**src/rtl/cg_timer_pkg.sv**
```systemverilog
// Shared types and defaults for the CommonGoods countdown timer.
package cg_timer_pkg;

    localparam int DEFAULT_DATA_WIDTH = 32;

    typedef enum logic [1:0] {
        IDLE  = 2'd0,
        RUN   = 2'd1,
        PAUSE = 2'd2,
        DONE  = 2'd3
    } timer_state_t;

endpackage

```
**src/rtl/cg_countdown_timer.sv**
```systemverilog
// Loadable down-counting timer with one-shot / auto-reload modes and pause/resume.
// All outputs come straight from registers.
module cg_countdown_timer
    import cg_timer_pkg::*;
#(
    parameter int DATA_WIDTH = DEFAULT_DATA_WIDTH
) (
    input  logic                  i_clk,
    input  logic                  i_rst,
    input  logic                  i_load,
    input  logic [DATA_WIDTH-1:0] i_value,
    input  logic                  i_start,
    input  logic                  i_stop,
    input  logic                  i_auto_reload,
    output logic [DATA_WIDTH-1:0] o_count,
    output logic                  o_busy,
    output logic                  o_done,
    output logic                  o_expire
);

    localparam logic [DATA_WIDTH-1:0] ONE  = DATA_WIDTH'(1);
    localparam logic [DATA_WIDTH-1:0] ZERO = '0;

    timer_state_t          state_q, state_d;
    logic [DATA_WIDTH-1:0] count_q, count_d;
    logic [DATA_WIDTH-1:0] reload_q, reload_d;
    logic                  expire_q, expire_d;

    always_ff @(posedge i_clk) begin
        if (i_rst) begin
            state_q <= IDLE;
        end else begin
            state_q <= state_d;
        end
    end

    always_ff @(posedge i_clk) begin
        if (i_rst) begin
            count_q  <= ZERO;
            reload_q <= ZERO;
            expire_q <= 1'b0;
        end else begin
            count_q  <= count_d;
            reload_q <= reload_d;
            expire_q <= expire_d;
        end
    end

    // Load aborts everything; within a state, stop outranks start.
    always_comb begin
        state_d  = state_q;
        count_d  = count_q;
        reload_d = reload_q;
        expire_d = 1'b0;
        if (i_load) begin
            reload_d = i_value;
            count_d  = i_value;
            state_d  = IDLE;
        end else begin
            unique case (state_q)
                IDLE: begin
                    if (i_start && (count_q != ZERO)) begin
                        state_d = RUN;
                    end
                end
                RUN: begin
                    if (i_stop) begin
                        state_d = PAUSE;
                    end else if (count_q == ONE) begin
                        expire_d = 1'b1;
                        if (i_auto_reload) begin
                            count_d = reload_q;
                        end else begin
                            count_d = ZERO;
                            state_d = DONE;
                        end
                    end else if (count_q != ZERO) begin
                        count_d = count_q - ONE;
                    end
                end
                PAUSE: begin
                    if (!i_stop && i_start) begin
                        state_d = RUN;
                    end
                end
                DONE: begin
                    if (i_start && (reload_q != ZERO)) begin
                        count_d = reload_q;
                        state_d = RUN;
                    end
                end
                default: begin
                    state_d = IDLE;
                end
            endcase
        end
    end

    always_comb begin
        o_count  = count_q;
        o_expire = expire_q;
        o_busy   = (state_q == RUN);
        o_done   = (state_q == DONE);
    end

endmodule

```
**config.mk**
```make
export PLATFORM = sky130hd
export DESIGN_NAME = cg_countdown_timer
export DESIGN_NICKNAME = d
export VERILOG_FILES = /design/src/rtl/cg_timer_pkg.sv /design/src/rtl/cg_countdown_timer.sv
export SDC_FILE = /design/constraint.sdc
export NUM_CORES = 1
export LEC_CHECK = 0
export ABC_AREA = 1
export CELL_PAD_IN_SITES_DETAIL_PLACEMENT = 2
export CELL_PAD_IN_SITES_GLOBAL_PLACEMENT = 2
export CORE_AREA = 4 4 122 135
export DETAILED_ROUTE_END_ITERATION = 6
export DIE_AREA = 0 0 126 139
export HOLD_SLACK_MARGIN = 0.05
export PLACE_DENSITY = 0.87
export SYNTH_ARGS = -nofsm -noshare
export SYNTH_HDL_FRONTEND = slang
export SYNTH_SLANG_ARGS = --single-unit
```
**constraint.sdc**
```tcl
create_clock -name i_clk -period 5.25 [get_ports i_clk]
set_clock_uncertainty 0.2 [all_clocks]
set_input_delay 1.3125 -clock i_clk [delete_from_list [all_inputs] [get_ports i_clk]]
set_output_delay 1.3125 -clock i_clk [all_outputs]
set_load 0.02 [all_outputs]
```
; After elaboration in Yosys (flattened, before gate mapping)
; Cells that the tools add are included.
[totals]
ff_bits = 67
elab_cells = 45
out_inout_bits = 35
[classes]
n_reduce_logical = 12
n_eq_ne = 12
n_addsub = 1
n_bitwise = 1
mux = 15
[op_table]
columns = cell, count
row1 = 32-bit 2-to-1 mux, 6
row2 = 32-bit one-hot mux with 2 select lines, 1
row3 = 32-bit nonzero test, 2
row4 = "32-bit by 1-bit == test with 1-bit output, second input constant", 1
row5 = "32-bit by 1-bit subtractor with 32-bit output, second input constant", 1
row6 = 2-bit 2-to-1 mux, 6
row7 = 2-bit one-hot mux with 4 select lines, 1
row8 = "3-bit by 2-bit != test with 1-bit output, second input constant", 2
row9 = "3-bit != test, second input constant", 2
row10 = 5-bit AND reduction, 1
row11 = "2-bit == test, second input constant", 2
row12 = "2-bit != test, second input constant", 2
row13 = "4-bit by 2-bit != test with 1-bit output, second input constant", 1
row14 = 4-bit AND reduction, 1
row15 = 4-bit OR reduction, 1
row16 = 1-bit logical AND, 3
row17 = 3-bit nonzero test, 1
row18 = "2-bit by 1-bit == test with 1-bit output, second input constant", 1
row19 = 2-bit zero test, 1
row20 = "2-bit by 1-bit != test with 1-bit output, second input constant", 1
row21 = 2-bit OR reduction, 1
row22 = 1-bit zero test, 1
row23 = 1-bit 2-to-1 mux, 1
row24 = 1-bit inverter, 1

; Longest topological paths before layout
; Gate-level depths: netlist of the first run.
[logic_depth]
word_depth = 6
ltp_mapped = 12
mapped_depth_nobuf = 12

; Least setup slack after synthesis of the first run
; OpenSTA, ideal clock, no wires.
[synth_timing]
path_type = in2reg
start = input port i_load
end = register count_q[1], in the netlist o_count[1]
path_buffers = 3
path_slack_ps = 2670
stages = 7
arrival_ps = 2318
required_ps = 4988
cell_sequence = buf_2 buf_1 buf_1 nand2_1 nand3_1 nor2_1 nor2_2
[synth_between]
elab_chain_len = 2
elab_cells_between_ends = 6
cone_classes = eq/ne (3) / mux (1) / reduce/logical (2)
[synth_lines]
columns = element, line_no
row1 = "start, declared", cg_countdown_timer.sv:10  ; input logic i_load,
row2 = "4-bit by 2-bit != test with 1-bit output (no source line), or another cell as far along", n/a
row3 = 4-bit AND reduction (no source line), n/a
row4 = "end signal, assigned", cg_countdown_timer.sv:43  ; count_q <= count_d;
row5 = "end, declared", cg_countdown_timer.sv:25  ; logic [DATA_WIDTH-1:0] count_q, count_d;
; Parallel ways exist; a longest one is shown, timed or not.
; A chain may end at the register's enable or synchronous reset.

; Worst setup path in the final report of the first run
[layout_timing]
start = input port i_load
end = register count_q[10], in the netlist o_count[10]
; The elaborated chain is that of the path after synthesis.

==> results of run 1 <==
## logic make-up after synthesis
family,after synthesis
flops,67
buf+inv,118
fa+ha+maj,2
simple gates,481
compound gates,55
xor+xnor,18
## registers in the layout, indices dropped and copies added, names as in the netlist
register	cells
o_count	32
o_expire	1
reload_q	32
state_q	2
## Yosys cell counts (2+ instances only)
| cell | n |
|---|---|
| nand2_1 | 231 |
| nor2_1 | 140 |
| inv_1 | 89 |
| dfxtp_1 | 67 |
| nand3_1 | 58 |
| nor2_2 | 27 |
| o22ai_1 | 22 |
| a21oi_1 | 19 |
| xor2_1 | 18 |
| o21ai_0 | 11 |
| clkbuf_1 | 9 |
| nand2_2 | 9 |
| buf_1 | 5 |
| buf_4 | 4 |
| buf_6 | 4 |
| nand4_1 | 3 |
| nor2_4 | 3 |
| buf_2 | 2 |
| ha_1 | 2 |
| inv_2 | 2 |
| nand2_4 | 2 |
| nand3_4 | 2 |
| nor3_1 | 2 |
## worst max-delay path, stage by stage
cell and delay (ps):
buf_2 410, buf_4 480, o31ai_1 150, inv_1 110, nand3_4 570, inv_1 340, nand3_1 130, nand2_1 90
inv_1 40
## layer usage
metal / vias up / part of all wire
li1: 2397 / -
met1: 2457 / 0.42
met2: 84 / 0.52
met3: 26 / 0.030
met4: 0 / 0.023
met5: - / 0
## report_power, final
part	leakage [nW]	switching [mW]	internal, mW
logic	1.82	0.312	0.173
clock network	0.150	0.251	0.415
registers	0.554	0.0512	0.548
total	2.53	0.614	1.14
## stage by stage
step / worst slack (ps) / cells
floorplan: 2670 / 741
global placement: 1460 / 986
detailed placement: 1270 / 986
CTS: 1630 / 1002
global route: 1380 / 1002
finish: 1650 / 1002
## worst paths after layout
path,cells past startpoint,endpoint,from
worst max-delay path,9,o_count[10]$_SDFFE_PP0P_,i_load
worst min-delay path,2,reload_q[10]$_SDFFE_PP0P_,reload_q[10]$_SDFFE_PP0P_
worst max register to register,12,o_count[10]$_SDFFE_PP0P_,o_count[1]$_SDFFE_PP0P_
worst min register to register,2,reload_q[10]$_SDFFE_PP0P_,reload_q[10]$_SDFFE_PP0P_
## layout make-up
cell class / count / area [um2] / share of cell area
Timing Repair Buffer: 75 / 738 / 0.133
Multi-Input combinational cell: 556 / 2590 / 0.465
Clock buffer: 11 / 233 / 0.0418
Sequential cell: 67 / 1340 / 0.241
Inverter: 92 / 345 / 0.0620
Clock inverter: 5 / 77.6 / 0.0139
Tap cell: 196 / 245 / 0.0440
==> out/qor.yml, run 1 <==
synthXorXnorAreaFrac: 0.0355
synth.top_cell.area_share: 0.302
rsz0062_at_grt: "false"
cts_buffers: 9
core_area_um2: 15100
gr-usage-met3: 0.0300
endpoint_kind: "register"
globalRoute.busiestLayer: "met2"
place_area_um2: 5260
area_growth_pct: 25.2
tns_ps: 0
io_buffers: 72
yosys-mux-area-fraction: 0
synth_area_um2: 4450
gp_congestion: 0.861
drc_errors: 0
htreeDepth: 3
syn_inst: 741
synth-adder-area-share: 0.00563
required_ps: 5290
fp.dieH_um: 139
n_antenna_cell: 0
syn_area_per_cell_um2: 6.00
first_pass_iters: 4
finalSetupViolations: 0
postSynth.asyncResetShare: 0
hold_path.class: "register to register"
die_w_um: 126
antenna_found_initial: 0
num_rows: 47
peakVddDrop_mv: 0.114
synth_cell_type_count: 33
worstPathArrival_ps: 3650
cts_tree: "yes"
final_cell_mix: "nand2_1, nor2_1, inv_1"
design_area_um2: 5570
hpwl_um: 13500
whs_ps: 295
startpoint_type: "input pin"
final_util: 0.370
use_met1: 0.252
grt_max_degree: 62
yosysSeqAreaShare: 0.302
path_clk_slew_ps: 60
cts_sinks: 67
io_pins: 73
drt_first_iter_violations: 206
synth-simple-area-share: 0.468
syn-num-nets: 781
post_drt_wl_per_cell_um: 18.4
synth_warnings: 0
die-area_um2: 17500
fillCellCount: 1906
cts_buffer_depth: 2
final_nets: 841
cap_viol_max_count: 0
hold_buffers: 0
post_cts_resized: 0
met2_usage: 0.392
power_mw: 1.75
maxSlewHeadroom: 0.371
power.leakage_nw: 2.53
dr_total_vias: 4964
r2r_slack_ps: 2460
grt_pass1_wl_um: 30100
status: "finished clean"
mostFrequentLayoutCell: "nand2_1"
synth_area_leader_cell: "dfxtp_1"
crit_type: "input pin to register"
synth_top_family_by_area: "simple AND/OR/NAND/NOR gates"
grt_pass1_vias: 5735
grt.total_usage: 0.214
cts_setup_buffers: 0
tightest_slew_ps: 942
synth_ff_type: "dfxtp_1"
slew_viol_final: 0
worst-path-max-fanout: 61
grt_overflow_total: 0
synth_area_leaders: "dfxtp_1, nand2_1, nor2_1"
fin_crit_sh: 0.686
layout_min_cycle_time_ps: 3600
layout-drive-gt1-share: 0.0831
fmax_mhz: 278
p_per_area_nw_per_um2: 314
ys_seq_elements: 67
ant_nets: 0
synth-compound-area-share: 0.0723
synth_edf_count: 0
wirelength_um: 18400
hold_viol_final: 0
viasPerCell: 4.95
worstSkewPairLatency_ps: 340
initial_core_util: 0.295
cts_root_buf: "clkbuf_16"
Note: power is estimated with default switching activity, not from simulation.
==> run 2, diff against run 1 <==
- CORE_AREA: 4 4 122 135 -> 4 4 126 140
- DIE_AREA: 0 0 126 139 -> 0 0 130 144
- PLACE_DENSITY: 0.87 -> 0.82
- clock period: 5.25 -> 3.7 ns (I/O delays scaled with it)
==> run 2 against run 1 <==
Utilization shrank 2.3 points. Combinational power grew 42%. Total power grew 42%. Highest routed layer unchanged.
==> out/qor.yml, run 2 (same netlist as run 1, synthesis figures left out) <==
status: "finished clean"  # unchanged
crit_chain: "nand2_2 -> inv_1 -> clkdlybuf4s50_1"  # was buf_2 -> buf_4 -> o31ai_1 -> inv_1 -> nand3_4 -> inv_1 -> nand3_1 -> nand2_1 -> inv_1
design_area_um2: 5610  # was 5570 um2
fin_cells: 1013  # was 1002
post_drt_wl_per_cell_um: 18.1  # was 18.4 um
cts_buffer_depth: 2  # unchanged
maxSlewHeadroom: 0.389  # was 0.371
cts_root_buf: "clkbuf_16"  # unchanged
final_util: 0.346  # was 0.370
cts_setup_buffers: 0  # unchanged
crit_buf_inv: 2  # was 5
area_growth_pct: 26.1  # was 25.2%
hold_path.class: "register to register"  # unchanged
slew_viol_final: 0  # unchanged
die-area_um2: 18700  # was 17500 um2
grt_pass1_vias: 5535  # was 5735
endpoint_kind: "output pin"  # was register
cts_buffers: 9  # unchanged
layout_min_cycle_time_ps: 2890
io_buffers: 72  # unchanged
num_rows: 49  # was 47
fp.dieH_um: 144  # was 139 um
required_ps: 2570  # was 5290 ps
layout-drive-gt1-share: 0.0853  # was 0.0831
viasPerCell: 4.89  # was 4.95
place_area_um2: 5300  # was 5260 um2
final_nets: 845  # was 841
grt_max_degree: 38  # was 62
hold_buffers: 0  # unchanged
n_antenna_cell: 0  # unchanged
hpwl_um: 13700  # was 13500 um
gp_congestion: 0.820  # was 0.861
ant_nets: 0  # unchanged
power.leakage_nw: 2.55  # was 2.53 nW
preCtsSetupSlack_ps: 576  # was 1270 ps
drc_errors: 0  # unchanged
worst-path-max-fanout: 10  # was 61
path_clk_slew_ps: 60  # about the same
rsz0062_at_grt: "false"  # unchanged
worst_slack_ps: 810  # was 1650 ps
p_per_area_nw_per_um2: 444  # was 314 nW/um2
peakVddDrop_mv: 0.193  # was 0.114 mV
p_sw_frac: 0.344  # was 0.351
io_pins: 73  # unchanged
post-place-cells: 998  # was 986
fin_crit_sh: 0.781
pwr-share-clk: 0.381  # was 0.380
initial_core_util: 0.275  # was 0.295
final_cell_mix: "nand2_1, nor2_1, inv_1"  # unchanged
worstSkewPairLatency_ps: 340  # about the same
power_frac_seq: 0.342  # about the same
tightest_slew_ps: 916  # was 942 ps
cts_sinks: 67  # unchanged
drt_first_iter_violations: 202  # was 206
intPower_mw: 1.63  # was 1.14 mW
die_w_um: 130  # was 126 um
crit_type: "register to output pin"  # was input pin to register
grt_pass1_wl_um: 29600  # was 30100 um
first_pass_iters: 4  # unchanged
startpoint_type: "register"  # was input pin
dr_total_vias: 4949  # was 4964
cp_top_family: "buffers and inverters"  # unchanged
core_area_um2: 16200  # was 15100 um2
max_stage_delay_ps: 640  # was 570 ps
r2r_slack_ps: 1010  # was 2460 ps
antenna_found_initial: 0  # unchanged
cap_viol_max_count: 0  # unchanged
finalSetupViolations: 0  # unchanged
mostFrequentLayoutCell: "nand2_1"  # unchanged
slowest_stage: "clkdlybuf4s50_1"  # was nand3_4
post_cts_resized: 0  # unchanged
power_mw: 2.49  # was 1.75 mW
grt_overflow_total: 0  # unchanged
cts_tree: "yes"  # unchanged
whs_ps: 297  # was 295 ps
grt.total_usage: 0.204  # was 0.214
tns_ps: 0  # unchanged
p_switching_mw: 0.857  # was 0.614 mW
worstPathArrival_ps: 1770  # was 3650 ps
hold_viol_final: 0  # unchanged
wirelength_um: 18300  # was 18400 um
power.share.combinational: 0.277  # about the same
htreeDepth: 3  # unchanged
fmax_mhz: 346
## run 2: cell count changes in the layout (fill, tap and decap cells not counted), sizes merged
cell / previous run / this run
clkinv: 3 / 1
clkbuf: 11 / 13
buf: 4 / 8
clkinvlp: 1 / 0
## run 2: final timing paths
kind | cells after the start | from | end
worst max-delay path | 3 | state_q[0]$_SDFFE_PP0P_ | o_done
worst min-delay path | 2 | reload_q[5]$_SDFFE_PP0P_ | reload_q[5]$_SDFFE_PP0P_
worst max register to register | 12 | o_count[0]$_SDFFE_PP0P_ | o_count[24]$_SDFFE_PP0P_
worst min register to register | 2 | reload_q[5]$_SDFFE_PP0P_ | reload_q[5]$_SDFFE_PP0P_
## run 2: power by group through the flow
stage	sequential, mW	combinational (mW)	clock [mW]
floorplan	0.878	0.405	0
global placement	0.862	0.650	0
detailed placement	0.866	0.678	0
CTS	0.851	0.695	0.968
global route	0.859	0.768	0.995
finish	0.851	0.689	0.950
## run 2: area by class of cell
| class | count | area (um2) |
|---|---|---|
| Clock inverter | 2 | 60.1 |
| Inverter | 92 | 345 |
| Fill cell | 2057 | 10600 |
| Tap cell | 204 | 255 |
| Sequential cell | 67 | 1340 |
| Clock buffer | 13 | 250 |
| Timing Repair Buffer | 79 | 768 |
| Multi-Input combinational cell | 556 | 2590 |
## run 2: tightest hold or removal path: stages, from the launching register on
cell	delay, ps
dfxtp_1	310
nand2_1	80
a21oi_1	60
## run 2: layer usage
metal  wire length [um]  share of wire  vias to the layer above  GRT usage
met3                440          0.024                       27     0.0251
met1               7750           0.42                     2443      0.235
met5                  0              0                        -          0
met4                405          0.022                        0     0.0689
li1                   -              -                     2407          -
met2               9750           0.53                       72      0.387
